[src/rtl/mips8_pad_loader.sv]
// rtl/mips8_pad_loader.sv - pad byte-stream boot loader for the MIPS8 core
// Synchronises the pad bus, writes strobed bytes into program memory, gates core reset.
module mips8_pad_loader #(
   parameter int DATA_W      = 8,
   parameter int ADDR_W      = 8,
   parameter int LOAD_BYTES  = 64,
   parameter int SYNC_STAGES = 2
) (
   input  logic              wb_clk_i,
   input  logic              wb_rst_i,
   input  logic [DATA_W-1:0] pad_data_i,
   input  logic              pad_strobe_i,
   input  logic              pad_load_i,
   output logic              mem_we_o,
   output logic [ADDR_W-1:0] mem_addr_o,
   output logic [DATA_W-1:0] mem_wdata_o,
   output logic              cpu_rst_o,
   output logic              load_done_o,
   output logic [ADDR_W:0]   byte_cnt_o
);

   localparam logic [1:0] ST_BOOT = 2'd0;
   localparam logic [1:0] ST_LOAD = 2'd1;
   localparam logic [1:0] ST_RUN  = 2'd2;

   localparam logic [ADDR_W:0] LAST_CNT = (ADDR_W+1)'(LOAD_BYTES - 1);

   logic [1:0]             state;
   logic [SYNC_STAGES-1:0] stb_sync;
   logic [SYNC_STAGES-1:0] load_sync;
   logic [DATA_W-1:0]      data_sync [SYNC_STAGES];
   logic                   stb_s_q;
   logic                   load_s_q;
   logic                   stb_s;
   logic                   load_s;
   logic [DATA_W-1:0]      data_s;
   logic                   stb_rise;
   logic                   load_rise;

   assign stb_s     = stb_sync[SYNC_STAGES-1];
   assign load_s    = load_sync[SYNC_STAGES-1];
   assign data_s    = data_sync[SYNC_STAGES-1];
   assign stb_rise  = stb_s & ~stb_s_q;
   assign load_rise = load_s & ~load_s_q;

   // Data takes the same number of stages as the strobe so both arrive aligned.
   always_ff @(posedge wb_clk_i or posedge wb_rst_i) begin
      if (wb_rst_i) begin
         stb_sync  <= '0;
         load_sync <= '0;
         for (int i = 0; i < SYNC_STAGES; i++) data_sync[i] <= '0;
      end else begin
         stb_sync     <= {stb_sync[SYNC_STAGES-2:0], pad_strobe_i};
         load_sync    <= {load_sync[SYNC_STAGES-2:0], pad_load_i};
         data_sync[0] <= pad_data_i;
         for (int i = 1; i < SYNC_STAGES; i++) data_sync[i] <= data_sync[i-1];
      end
   end

   always_ff @(posedge wb_clk_i or posedge wb_rst_i) begin
      if (wb_rst_i) begin
         state       <= ST_BOOT;
         stb_s_q     <= 1'b0;
         load_s_q    <= 1'b0;
         mem_we_o    <= 1'b0;
         mem_addr_o  <= '0;
         mem_wdata_o <= '0;
         cpu_rst_o   <= 1'b1;
         load_done_o <= 1'b0;
         byte_cnt_o  <= '0;
      end else begin
         stb_s_q  <= stb_s;
         load_s_q <= load_s;
         mem_we_o <= 1'b0;
         case (state)
            ST_BOOT: begin
               if (load_s) begin
                  state <= ST_LOAD;
               end else begin
                  state       <= ST_RUN;
                  cpu_rst_o   <= 1'b0;
                  load_done_o <= 1'b1;
               end
            end
            ST_LOAD: begin
               if (mem_we_o) begin
                  // End of a write cycle: advance, and leave once the image is full
                  // or the host dropped load mode while this byte was in flight.
                  byte_cnt_o <= byte_cnt_o + 1'b1;
                  if (byte_cnt_o != LAST_CNT) mem_addr_o <= mem_addr_o + 1'b1;
                  if (byte_cnt_o == LAST_CNT || !load_s) begin
                     state       <= ST_RUN;
                     cpu_rst_o   <= 1'b0;
                     load_done_o <= 1'b1;
                  end
               end else if (stb_rise) begin
                  mem_we_o    <= 1'b1;
                  mem_wdata_o <= data_s;
               end else if (!load_s) begin
                  state       <= ST_RUN;
                  cpu_rst_o   <= 1'b0;
                  load_done_o <= 1'b1;
               end
            end
            ST_RUN: begin
               if (load_rise) begin
                  state       <= ST_LOAD;
                  cpu_rst_o   <= 1'b1;
                  load_done_o <= 1'b0;
                  mem_addr_o  <= '0;
                  byte_cnt_o  <= '0;
               end
            end
            default: state <= ST_BOOT;
         endcase
      end
   end

endmodule

[config.mk]
export PLATFORM = sky130hd
export DESIGN_NAME = mips8_pad_loader
export DESIGN_NICKNAME = d
export VERILOG_FILES = /design/src/rtl/mips8_pad_loader.sv
export SDC_FILE = /design/constraint.sdc
export NUM_CORES = 1
export LEC_CHECK = 0
export ABC_AREA = 1
export BUFFER_PORTS_ARGS = -buffer_cell sky130_fd_sc_hd__buf_2
export CORE_ASPECT_RATIO = 0.5
export CORE_UTILIZATION = 35
export CTS_CLUSTER_SIZE = 10
export DETAILED_ROUTE_END_ITERATION = 16
export PLACE_DENSITY = 0.63
export SETUP_SLACK_MARGIN = 0.15
export SLEW_MARGIN = 20
export SYNTH_ARGS = -nofsm -noshare
export SYNTH_HDL_FRONTEND = slang
export SYNTH_SLANG_ARGS = --single-unit
[constraint.sdc]
create_clock -name wb_clk_i -period 2.3 [get_ports wb_clk_i]
set_clock_uncertainty 0.2 [all_clocks]
set_input_delay 0.69 -clock wb_clk_i [delete_from_list [all_inputs] [get_ports wb_clk_i]]
set_output_delay 0.69 -clock wb_clk_i [all_outputs]
set_load 0.05 [all_outputs]
Yosys cells after proc, flatten, opt, wreduce, memory -nomap -nowiden
Cells that the tools add are included.
Cells by class
  bitwise gates (word level): 5
  muxes and demuxes: 29
  $add $sub $neg: 2
  reduce and logical (&&, ||, !) cells: 10
  equal/unequal tests: 10
Operators with widths (number)
  8-bit 2-to-1 mux: 3
  9-bit 2-to-1 mux: 2
  9-bit case mux with 2 select lines: 1
  8-bit case mux with 2 select lines: 1
  1-bit 2-to-1 mux: 13
  2-bit 2-to-1 mux: 6
  4-bit AND reduction: 3
  9-bit by 1-bit adder with 9-bit output, second input constant: 1
  9-bit by 6-bit == test with 1-bit output, second input constant: 1
  3-bit != test, second input constant: 3
  9-bit by 6-bit != test with 1-bit output, second input constant: 1
  8-bit by 1-bit adder with 8-bit output, second input constant: 1
  2-bit != test, second input constant: 3
  1-bit case mux with 3 select lines: 2
  2-bit case mux with 3 select lines: 1
  3-bit AND reduction: 2
  1-bit inverter: 3
  3-bit nonzero test: 1
  1-bit bitwise AND: 2
  2-bit by 1-bit == test with 1-bit output, second input constant: 1
  2-bit == test, second input constant: 1
  2-bit zero test: 1
  2-bit nonzero test: 1
  1-bit zero test: 1
  1-bit logical OR: 1
Word-level totals
  bits of input ports: 12
  output and inout bits: 28
  word-level logic and storage cells: 69
  register bits after elaboration: 52

Logic depth before layout (Yosys ltp)
Gate-level depths: netlist (run 1).
  depth in word-level cells: 5
  gate-level depth with buffers: 9

Worst setup path after synthesis (run 1)
OpenSTA, ideal clock, no wires.
  path kind: reg2reg
  from: register byte_cnt_o[0]
  to: register mem_addr_o[3]
  library setup time: 74 ps
  clock period less this slack: 1875 ps
  arrival: 1601 ps
  slack: 425 ps
  data required time: 2026 ps
  stages on the path, launching flop included: 9
  path through: dfrtp_1 ha_1 nand2_1 nor2_4 nand3_2 nand2_4 buf_12 nand2_2 o21ai_2
Between the ends
  longest elaborated chain between the ends: 3
Ends and longest elaborated chain
  start, declared: RTL line 19  | output logic [ADDR_W:0] byte_cnt_o
  start signal, assigned: RTL line 89  | byte_cnt_o <= byte_cnt_o + 1'b1;
  9-bit by 6-bit != test with 1-bit output: RTL line 90  | if (byte_cnt_o != LAST_CNT) mem_addr_o <= mem_addr_o + 1'b1;
  2-bit != test (no line)
  4-bit AND reduction (no line)
  end signal, assigned: RTL line 90
  end, declared: RTL line 15  | output logic [ADDR_W-1:0] mem_addr_o,
No other way between the ends.
A chain may end at the register's enable or synchronous reset.

Worst setup path in the final report (run 1)
  from: register mem_addr_o[2]
  to: output mem_addr_o[2]
No word-level cell between the ends.

==> impl_metrics.tcl, run 1 <==
set metrics [dict create \
    status "finished clean" \
    fin_crit_ns 1.99 \
    r2r_slack_ns 0.37 \
    finalMaxSlewViolations 0 \
    required_ns 1.41 \
    synth_cell_type_count 23 \
    yosys.area_share.xor_xnor_pct 0 \
    num_vias 1791 \
    max_stage_delay_ns 0.50 \
    yosysSeqAreaShare_pct 56.0 \
    synth_top_area_share_pct 54.8 \
    reg2reg_to "mem_addr_o[6]" \
    worstRegToRegCells 6 \
    drv_cap 0 \
    antenna_found_initial 0 \
    synth-simple-area-share_pct 29.0 \
    drc 0 \
    final_cell_count_no_fill 393 \
    p_clk_share_pct 21.7 \
    dp_cells 384 \
    yosys-top-cells-area "dfrtp_1 (55%), nand2_1 (14%), nand3_1 (5.2%)" \
    clkSinkCount 52 \
    crit_cells 1 \
    synth_edf_count 0 \
    seqPwrFrac_pct 35.7 \
    final_antenna_net_count 0 \
    worstSetupPathType "flip-flop to output port" \
    tightest_slew_ns 0.369 \
    start_kind "flip-flop" \
    drtIter0Drc 140 \
    layout-drive-gt1-share_pct 25.2 \
    grt_pass1_wl_um 7850 \
    final_nets 322 \
    overflow 0 \
    hold_viol_final 0 \
    critPathCaptureType "output port" \
    pin_count 40 \
    cts_tree "done" \
    reg2reg_from "state[0]" \
    synth_top_family_by_area "simple AND/OR/NAND/NOR gates" \
    gr-usage-all-layers_pct 14.2 \
    pwr-share-comb_pct 42.6 \
    fin_crit_sh_pct 86.6 \
    wl_per_cell_um 11.4 \
    core-area_mm2 0.00623 \
    maxSlewHeadroom_pct 75.1 \
    muxShareOfSynthArea_pct 0 \
    cts_root_buf "clkbuf_16" \
    yosysMostFrequentCell "nand2_1" \
    n_antenna_cell 0 \
    syn-num-nets 276 \
    final_area_mm2 0.00279 \
    synth_common_cells "nand2_1 (85), dfrtp_1 (51), inv_1 (26)" \
    cts_max_level 2 \
    leakage_nw 1.40 \
    rows 20 \
    port_buffers 39 \
    placed_area_mm2 0.00263 \
    clk_latency_ns 0.29 \
    numCtsBuffers 5 \
    first_pass_iters 4 \
    peakVddDrop_uv 456 \
    rsz0062_at_grt "false" \
    powerDensity_mw_per_mm2 1270 \
    die-area_mm2 0.00700 \
    synth_top_area_cell "dfrtp_1" \
    cellInternalPower_w 0.00192 \
    clk_pin_slew_ns 0.07 \
    synth_cells 258 \
    worstPathArrival_ns 1.10 \
    crit_buf_inv 1 \
    swShare_pct 45.7 \
    dieWidth_um 117 \
    setup_tns_ns 0 \
    dp_hpwl_um 3300 \
    grt_max_degree 23 \
    start_util_pct 37.3 \
    hold_buffers 0 \
    critical_path_peak_fanout 9 \
    synth_compound_area_share_pct 5.38 \
    finalSetupViolations 0 \
    crit_chain "buf_2" \
    syn_to_final_growth_pct 20.0 \
    yosysWarnings 0 \
    chipHeight_um 59.7 \
    synthAdderAreaFrac_pct 3.23 \
    synth_area_per_cell_um2 9.02 \
    synth_seq_cells 52 \
    post_cts_resized 0 \
    grt_pass1_vias 1750 \
    gp_congestion 0.875 \
    p_switching_w 0.00162 \
    routed_wl_um 4490 \
    fmax_mhz 502 \
    async_flop_share_pct 100 \
    crit_family "flip-flops" \
    hold_class "input port to async pin" \
    synth_flop_cell "dfrtp_1" \
    syn-cell-area_mm2 0.00233 \
    clockBufferDepth 2 \
    cp_slowest_cell "dfrtp_1" \
    vias_per_cell 4.56 \
]
## state kept, by name, indices dropped and copies added (netlist names)
| register | cells |
|---|---|
| byte_cnt_o | 9 |
| data_s | 8 |
| data_sync | 8 |
| mem_addr_o | 8 |
| mem_wdata_o | 8 |
| load_sync | 2 |
| state | 2 |
| stb_sync | 2 |
| cpu_rst_o | 1 |
| load_done_o | 1 |
| load_s_q | 1 |
| mem_we_o | 1 |
| stb_s_q | 1 |
## per-stage QoR
stage	setup slack (ns)	total power (W)	util, %	hold slack (ns)
floorplan	0.154	0.00250	-	0.131
finish	0.308	0.00354	44.8	0.146
detailed placement	0.298	0.00278	42.2	0.136
global route	0.203	0.00378	44.8	0.155
CTS	0.227	0.00356	44.7	0.151
global placement	0.399	0.00272	42.2	0.133
## per-layer routing
metal / GRT usage (%) / wire [um] / share of wire (%)
met5: 0 / 0 / 0
met1: 17.5 / 2110 / 47
met4: 3.90 / 27 / 0.60
met3: 3.05 / 126 / 2.8
met2: 26.1 / 2230 / 50
## power groups by stage
stage          logic (W)  registers (W)  clock network (W)
2_1_floorplan   0.000751        0.00174                  0
3_3_place_gp     0.00144        0.00127                  0
3_5_place_dp     0.00149        0.00128                  0
4_1_cts          0.00150        0.00127           0.000789
5_1_grt          0.00166        0.00130           0.000822
6_report         0.00151        0.00126           0.000768
## placed cells by master, fill, tap and decap left out
master     instances
a21boi_0           1
buf_12             1
buf_2             39
buf_4              4
clkbuf_16          5
dfrtp_1           51
dfstp_2            1
ha_1               6
inv_1             25
inv_2              3
inv_6              2
inv_8              1
nand2_1           85
nand2_2            5
nand2_4            1
nand3_1           24
nand3_2            2
nand4_1           11
nor2_1            11
nor2_2             1
nor2_4             3
nor3_1             1
o21ai_0           13
o21ai_2            6
or2_2              3
## worst max-delay path by stage
stage,from,endpoint,slack (ns)
2_1_floorplan,wb_rst_i,byte_cnt_o[0],0.15
3_3_place_gp,state[1],mem_addr_o[6],0.40
3_5_place_dp,state[1],mem_addr_o[4],0.30
4_1_cts,state[1],mem_addr_o[6],0.23
5_1_grt,state[1],mem_addr_o[6],0.20
6_report,mem_addr_o[2],mem_addr_o[2],0.31
## repair_timing
item | CTS | global route
setup endpoints to repair | 0 | 13
buffers inserted | 0 | 1
endpoints found under the hold margin | 0 | 0
## kinds of logic after synthesis
kind of cell / count (synthesis)
AND/OR/NAND/NOR: 147
buffers and inverters: 33
adder cells (fa/ha/maj): 6
AO/OA/AOI/OAI: 20
flip-flops: 52
## final cells by class
type	instances	area, um2
fillers	604	3440
clock buffers	5	125
inverters	28	105
repair buffers	44	245
flip-flops and latches	52	1300
multi-input cells	173	876
clock inverters	3	28.8
well taps	88	110
Power figures use the tool's default switching activity.
==> run 2: changes to the inputs <==
Settings changed: ABC_CLOCK_PERIOD_IN_PS set to 2300, CORE_UTILIZATION 35 to 55, GPL_TIMING_DRIVEN set to 0, PLACE_DENSITY 0.63 to 0.87.
==> run 2 against run 1 <==
- global-route usage grew 6.5 points
- critical path depth is the same
- utilization is 23 points higher
- worst setup slack got worse by 0.025 ns
- clock power decreased by 31%
- sequential share of layout area increased by 1.6 points
- combinational power rose by 3%
- first-iteration DRC count down 25%
- routed wire length decreased by 2.3%
- non-clock buffer count rose by 1
- cell count decreased by 8.4%
- via count rose by 4.0%
- largest cell class unchanged
- highest routed layer unchanged
==> impl_metrics.tcl, run 2 (synthesis results as in run 1) <==
set metrics [dict create \
    pin_count 40 \
    critPathCaptureType "output port" \
    overflow 0 \
    port_buffers 39 \
    antenna_found_initial 0 \
    finalMaxSlewViolations 0 \
    drv_cap 0 \
    hold_buffers 0 \
    mostFrequentLayoutCells "nand2_1 (85), dfrtp_1 (51), buf_2 (39)" \
    post_cts_resized 0 \
    dp_hpwl_um 3130 \
    fmax_mhz 496 \
    rsz0062_at_grt "false" \
    grt_max_degree 35 \
    grt_pass1_vias 1537 \
    drc 0 \
    rows 16 \
    tightest_slew_ns 0.413 \
    first_pass_iters 4 \
    n_antenna_cell 0 \
    leakage_nw 1.38 \
    peakVddDrop_uv 471 \
    clk_latency_ns 0.31 \
    worstSetupPathType "flip-flop to output port" \
    gr-usage-all-layers_pct 20.7 \
    fin_crit_ns 2.02 \
    required_ns 1.41 \
    syn_to_final_growth_pct 16.1 \
    post-place-ws_ns 0.357 \
    chipHeight_um 48.0 \
    cp_slowest_cell "dfstp_2" \
    clkSinkCount 52 \
    routed_wl_um 4390 \
    hold_class "input port to async pin" \
    powerDensity_mw_per_mm2 1240 \
    post-cts-setup-buffers 0 \
    grt_pass1_wl_um 6860 \
    start_kind "flip-flop" \
    final_nets 323 \
    start_util_pct 58.4 \
    drtIter0Drc 105 \
    layout-drive-gt1-share_pct 25.5 \
    max_stage_delay_ns 0.56 \
    numCtsBuffers 5 \
    fin_crit_sh_pct 87.7 \
    finalPower_w 0.00336 \
    mostFrequentLayoutCell "nand2_1" \
    critical_path_peak_fanout 3 \
    worst_slack_ns 0.283 \
    cts_root_buf "clkbuf_8" \
    crit_buf_inv 1 \
    gp_congestion 0.895 \
    num_vias 1862 \
    crit_chain "buf_2" \
    crit_family "flip-flops" \
    clockBufferDepth 2 \
    vias_per_cell 5.17 \
    core-area_mm2 0.00398 \
    top_register "byte_cnt_o" \
    hold_viol_final 0 \
    largest_reg_flops 9 \
    fin_util_pct 67.8 \
    final_antenna_net_count 0 \
    die-area_mm2 0.00451 \
    status "finished clean" \
    cts_max_level 2 \
    r2r_slack_ns 0.33 \
    wl_per_cell_um 12.2 \
    finalSetupViolations 0 \
    maxSlewHeadroom_pct 72.4 \
    dieWidth_um 94.0 \
    worstPathArrival_ns 1.13 \
    clk_pin_slew_ns 0.10 \
    fillers 292 \
    cts_tree "done" \
]
run 2: cell types whose count changed in the layout (fill, tap and decap cells not counted), sizes merged:
cell | previous run | this run
inv | 31 | 29
clkinv | 0 | 2
clkbuf | 5 | 7
buf | 44 | 43
run 2: where the power goes:
group / internal (W) / switching [W]
Combinational: 0.000443 / 0.00112
Sequential: 0.00110 / 0.000166
Clock: 0.000219 / 0.000313
run 2: cell type report:
type	instances	area, um2	share of cell area, %
buffer	5	45.0	1.67
clock buffer	5	68.8	2.55
clock inverter	3	22.5	0.833
inverter	28	105	3.89
multi-input combinational	173	876	32.4
sequential	52	1300	48.2
tap	54	67.6	2.50
timing repair buffer	40	215	7.96
run 2: worst register-to-register path, cell delays in order, from the launching register on:
cell and delay, ns:
dfrtp_1 0.45, inv_1 0.13, ha_1 0.27, inv_2 0.17
nor2_2 0.09, nor2_4 0.18, nand2_4 0.11, buf_12 0.16
nand2_2 0.06, o21ai_2 0.05
run 2: metal layers:
layer | global-route usage (%) | vias up | part of all wire (%)
li1 | - | 919 | -
met1 | 27.0 | 889 | 45
met4 | 6.15 | 0 | 0.50
met3 | 5.08 | 4 | 4.6
met2 | 35.9 | 50 | 50
met5 | 0 | - | 0
run 2: through the flow:
stage,TNS (ns),instance area (um2),hold WS [ns],cells
finish,0,2700,0.156,360
global route,0,2700,0.167,360
CTS,0,2700,0.157,360
detailed placement,0,2610,0.135,352
global placement,-18.34,2590,0.132,351
floorplan,0,2330,0.131,258
run 2: path summary, 6_finish.rpt:
path | from | end | depth (start not counted)
max | cpu_rst_o | cpu_rst_o | 1
min | wb_rst_i | data_sync[8] | 2
max reg2reg | state[0] | mem_addr_o[0] | 9
min in group wb_clk_i | data_sync[11] | data_s[3] | 0
min reg2reg | data_sync[11] | data_s[3] | 0
max in group asynchronous | wb_rst_i | cpu_rst_o | 3
